===== src/rtl/regfile_pkg.sv =====
// regfile_pkg: shared defaults, address type and the hardwired-zero register index
package regfile_pkg;
  localparam int XLEN_DEF = 32;
  localparam int NREGS_DEF = 32;
  typedef logic [$clog2(NREGS_DEF)-1:0] reg_addr_t;
  localparam reg_addr_t REG_ZERO = '0;
endpackage


===== src/rtl/regfile_wsel.sv =====
// regfile_wsel: picks the highest-indexed enabled write port matching one nonzero address
module regfile_wsel import regfile_pkg::*; #(
  parameter int XLEN = XLEN_DEF,
  parameter int AW = $clog2(NREGS_DEF),
  parameter int NWRITE = 1,
  parameter int BYPASS = 1
) (
  input  logic [AW-1:0]               addr,
  input  logic [NWRITE-1:0]           w_en,
  input  logic [NWRITE-1:0][AW-1:0]   w_addr,
  input  logic [NWRITE-1:0][XLEN-1:0] w_data,
  output logic                        hit,
  output logic [XLEN-1:0]             data
);
  // later ports overwrite earlier ones so the highest index wins
  always_comb begin
    hit = 1'b0;
    data = '0;
    for (int j = 0; j < NWRITE; j++) begin
      if (BYPASS != 0 && w_en[j] && w_addr[j] == addr && addr != AW'(REG_ZERO)) begin
        hit = 1'b1;
        data = w_data[j];
      end
    end
  end
endmodule


===== src/rtl/regfile_mp.sv =====
// regfile_mp: multi-port register file with registered reads, write bypass and busy scoreboard
module regfile_mp import regfile_pkg::*; #(
  parameter int XLEN = XLEN_DEF,
  parameter int NREGS = NREGS_DEF,
  parameter int NREAD = 2,
  parameter int NWRITE = 1,
  parameter int BYPASS = 1,
  localparam int AW = $clog2(NREGS)
) (
  input  logic                        clk,
  input  logic                        reset,
  input  logic [NREAD-1:0][AW-1:0]    r_addr,
  output logic [NREAD-1:0][XLEN-1:0]  r_data,
  output logic [NREAD-1:0]            r_busy,
  input  logic [NWRITE-1:0]           w_en,
  input  logic [NWRITE-1:0][AW-1:0]   w_addr,
  input  logic [NWRITE-1:0][XLEN-1:0] w_data,
  input  logic                        alloc_en,
  input  logic [AW-1:0]               alloc_addr
);
  logic [XLEN-1:0] regs [NREGS];
  logic [XLEN-1:0] wd [NREGS];
  logic [XLEN-1:0] rd_nx [NREAD];
  logic [NREGS-1:0] busy, busy_nx, we;
  logic [NREAD-1:0] rb_nx;
  genvar g, p;
  for (g = 0; g < NREGS; g++) begin : g_wdec
    regfile_wsel #(.XLEN(XLEN), .AW(AW), .NWRITE(NWRITE), .BYPASS(1)) u_dec (
      .addr(AW'(g)), .w_en(w_en), .w_addr(w_addr), .w_data(w_data),
      .hit(we[g]), .data(wd[g])
    );
    assign busy_nx[g] = (alloc_en && alloc_addr == AW'(g) && alloc_addr != AW'(REG_ZERO)) ||
                        (busy[g] && !we[g]);
  end
  for (p = 0; p < NREAD; p++) begin : g_rd
    logic hit;
    logic [XLEN-1:0] bd;
    regfile_wsel #(.XLEN(XLEN), .AW(AW), .NWRITE(NWRITE), .BYPASS(BYPASS)) u_rd (
      .addr(r_addr[p]), .w_en(w_en), .w_addr(w_addr), .w_data(w_data),
      .hit(hit), .data(bd)
    );
    assign rd_nx[p] = hit ? bd : regs[r_addr[p]];
    assign rb_nx[p] = BYPASS != 0 ? busy_nx[r_addr[p]] : busy[r_addr[p]];
  end
  // storage and scoreboard; register 0 is never written so it stays zero
  always_ff @(posedge clk or posedge reset) begin
    if (reset) begin
      regs <= '{default: '0};
      busy <= '0;
    end else begin
      for (int r = 1; r < NREGS; r++) if (we[r]) regs[r] <= wd[r];
      busy <= busy_nx;
    end
  end
  // registered read ports
  always_ff @(posedge clk or posedge reset) begin
    if (reset) begin
      r_data <= '0;
      r_busy <= '0;
    end else begin
      for (int i = 0; i < NREAD; i++) r_data[i] <= rd_nx[i];
      r_busy <= rb_nx;
    end
  end
endmodule


===== config.mk =====
export PLATFORM = sky130hd
export DESIGN_NAME = regfile_mp
export DESIGN_NICKNAME = d
export VERILOG_FILES = /design/src/rtl/regfile_pkg.sv /design/src/rtl/regfile_wsel.sv /design/src/rtl/regfile_mp.sv
export SDC_FILE = /design/constraint.sdc
export NUM_CORES = 2
export LEC_CHECK = 0
export BUFFER_PORTS_ARGS = -buffer_cell sky130_fd_sc_hd__buf_4
export CORE_MARGIN = 8
export CORE_UTILIZATION = 35
export CTS_CLUSTER_SIZE = 30
export DETAILED_ROUTE_END_ITERATION = 8
export PLACE_DENSITY_LB_ADDON = 0.08
export SYNTH_ARGS = -nofsm -noshare
export SYNTH_HDL_FRONTEND = slang
export SYNTH_HIERARCHICAL = 1
export SYNTH_SLANG_ARGS = --single-unit

===== constraint.sdc =====
create_clock -name clk -period 74.3 [get_ports clk]
set_input_delay 3.715 -clock clk [delete_from_list [all_inputs] [get_ports clk]]
set_output_delay 3.715 -clock clk [all_outputs]
set_load 0.005 [all_outputs]

==> flow_metrics.py <==
metrics = {
    "die": {
        "fp.dieArea_sq_mm": 0.255,
        "floorplan.io_pins": 122,
        "placeableCoreArea_sq_mm": 0.238,
        "die_y_um": 505,
        "die_w_um": 505,
        "floorplan_row_count": 179,
        "initial_core_util": 0.352,
    },
    "global_routing": {
        "grt.total_usage": 0.330,
        "pin_count_of_the_biggest_net_entering_global_routing": 137,
        "grt_pass1_vias": 68800,
        "wire_length_of_the_first_global_routing_pass_um": 603000,
        "grt_overflow_total": 0,
        "number_of_antenna_violations_at_the_first_check_in_global_routing": 39,
    },
    "clocking": {
        "cts_hold_buffers": 0,
        "clockBufferDepth": 3,
        "cts_num_sinks": 1090,
        "worstSkewPairLatency_ns": 0.83,
        "post_cts_resized": 0,
        "tritoncts_clock_tree": "done",
        "cts_buffers": 146,
        "clock_tree.htree_level_count": 4,
        "worst_setup_hold_path_clk_slew_ns": 0.06,
        "postCtsSetupRepairBufs": 0,
        "cts_root_buffer": "sky130_fd_sc_hd__clkbuf_16",
    },
    "timing": {
        "hold_violations": 0,
        "tightestPinTransition_ns": 1.43,
        "relSlewSlack": 0.0471,
        "period_needed_ns": 7.77,
        "fin_crit_sh": 0.105,
        "fmaxAchievable_mhz": 129,
        "finalHoldWorstSlack_ns": 0.516,
        "setup_repair_after_global_routing_missed_its_margin": "no",
        "final-max-slew-violation-count": 0,
        "setup-tns-final_ns": 0,
        "clock_skew_ns": 0.0290,
        "setup_viol_count_final": 0,
    },
    "routing": {
        "vias": 72500,
        "wirelength_um": 436000,
        "detail-route-antenna-nets": 0,
        "drt_first_pass_iters": 8,
        "drc_errors": 0,
        "wl_per_cell_um": 39.7,
        "first_iter_violations": 9567,
        "avgViaCountPerCell": 6.60,
    },
    "worst_hold_path": {
        "hold_path_class": "reg2reg",
    },
    "pwr": {
        "switching_part_of_the_total": 0.343,
        "seqPwrFrac": 0.363,
        "cellPowerDensity_mw_per_mm2": 18.5,
        "power_report.internal_total_mw": 1.13,
        "power.share.clock": 0.430,
        "power.net_switching_uw": 588,
        "p_comb_frac": 0.207,
        "vdd.ir_drop.worst_mv": 0.0225,
        "p_leak_nw": 37.0,
    },
    "final_layout": {
        "design_area_sq_mm": 0.0924,
        "final_util": 0.389,
        "final.fill_count": 23300,
        "area_growth_pct": 10.4,
        "num-nets-final": 7750,
        "post_route_cells_drive_above_1_share": 0.346,
    },
    "yosys": {
        "syn_area_per_cell_sq_um": 10.6,
        "post_synthesis_instance_area_sq_mm": 0.0837,
        "synth_warnings": 70,
        "synthCells": 7892,
    },
    "placed_design": {
        "dp_hpwl_um": 263000,
        "detailed_place.area_sq_mm": 0.0876,
        "place_congestion": 0.954,
        "port-buffer-count": 121,
    },
    "status": {
        "outcome": "finished clean",
    },
    "worst_setup_path": {
        "timing.critical_path.fanout_max": 120,
        "required_ns": 74.97,
        "critical_path.most_common_cell": "sky130_fd_sc_hd__buf_4",
        "reg2reg_slack_ns": 71.23,
        "cp_slowest_cell": "sky130_fd_sc_hd__buf_4",
        "start_kind": "primary input",
        "timing.setup.critical_path_class": "in2reg",
        "cpPeakStageDelay_ns": 0.79,
        "arrival_ns": 8.44,
        "kind_of_cell_adding_the_most_delay_to_the_critical_path": "buffers and inverters",
        "cp-end-kind": "flip-flop",
        "crit_path_cell_trace": "buf_8, buf_12, buf_4, buf_4, nand4_1, nor3_2, buf_4, nand2b_1, mux2_2, o21ai_0, o221a_2, o21ai_0, a32oi_1",
        "cp_num_buf_inv": 5,
    },
    "run": {
        "max-cap-violations": 0,
    },
}
stage by stage:
| stage | setup slack (ns) | instances | power [mW] |
|---|---|---|---|
| 5_1_grt | 66.47 | 11000 | 1.76 |
| 6_report | 66.53 | 11000 | 1.71 |
| 4_1_cts | 66.73 | 11000 | 1.71 |
| 3_5_place_dp | 65.85 | 10700 | 0.976 |
| 3_3_place_gp | 65.81 | 10700 | 0.975 |
| 2_1_floorplan | 39.90 | 8114 | 0.821 |
worst reg2reg max path, delay by kind of cell (launching register included):
family	cells	cell delay [ns]
simple gates	1	0.14
compound gates	3	1.95
mux	1	0.46
flops	1	0.40
layer usage:
layer,routed length [um],part of all wire,track usage,vias to the layer above
met5,78,0.00018,0,-
met4,34900,0.080,0.216,14
met3,37900,0.087,0.0742,838
met2,190000,0.43,0.491,3865
met1,174000,0.40,0.430,38500
li1,-,-,-,29300
final timing paths:
kind / start / endpoint / cells past startpoint
setup / recovery: w_en / r_busy[1] / 13
hold / removal: busy[19] / busy[19] / 2
setup reg to reg: regs[340] / r_data[20] / 5
hold reg to reg: busy[19] / busy[19] / 2
max in group asynchronous: reset / regs[56] / 6
min in group asynchronous: reset / regs[981] / 2
cells in the final DEF (no fill, tap or decap), drive strengths merged, types with 3 or more instances in the layout:
cell,n
dfrtp,1090
bufinv,5
nand4,35
a2111oi,27
nor2,86
buf,399
o311ai,6
o22ai,25
a31oi,9
and2,5
nor3b,7
a22oi,4
o21bai,4
mux2i,147
clkbuf,227
nand2,1135
a221o,47
mux2,1040
o21ai,53
a211oi,35
or4,35
o221ai,7
conb,224
nor3,1101
xnor2,172
diode,8
a21oi,110
inv,55
nor2b,49
nand4b,1059
or2,4
a221oi,32
mux4,465
o31ai,3
nand3b,3
nand2b,17
clkinv,20
o211ai,27
nand3,5
o32ai,5
power by group through the flow:
| stage | clock network, mW | registers, mW | logic (mW) |
|---|---|---|---|
| global route | 0.771 | 0.621 | 0.365 |
| finish | 0.736 | 0.621 | 0.355 |
| CTS | 0.748 | 0.620 | 0.345 |
| floorplan | 0 | 0.625 | 0.197 |
| detailed placement | 0 | 0.631 | 0.345 |
| global placement | 0 | 0.631 | 0.344 |
sequential cells by signal (all words and copies together) (netlist names):
name	flops
r_busy	2
regs	992
r_data	64
busy	32
final cells by class:
| class | count | area (sq um) | share of cell area |
|---|---|---|---|
| Clock inverter | 35 | 372 | 0.00402 |
| Clock buffer | 225 | 4440 | 0.0481 |
| Antenna cell | 8 | 20.0 | 0.000217 |
| Sequential cell | 1090 | 27300 | 0.295 |
| Tap cell | 3167 | 3960 | 0.0429 |
| Multi-Input combinational cell | 6010 | 52900 | 0.573 |
| Timing Repair Buffer | 401 | 3250 | 0.0351 |
| Inverter | 45 | 176 | 0.00191 |
No activity file was read; power rests on OpenSTA's default activity.
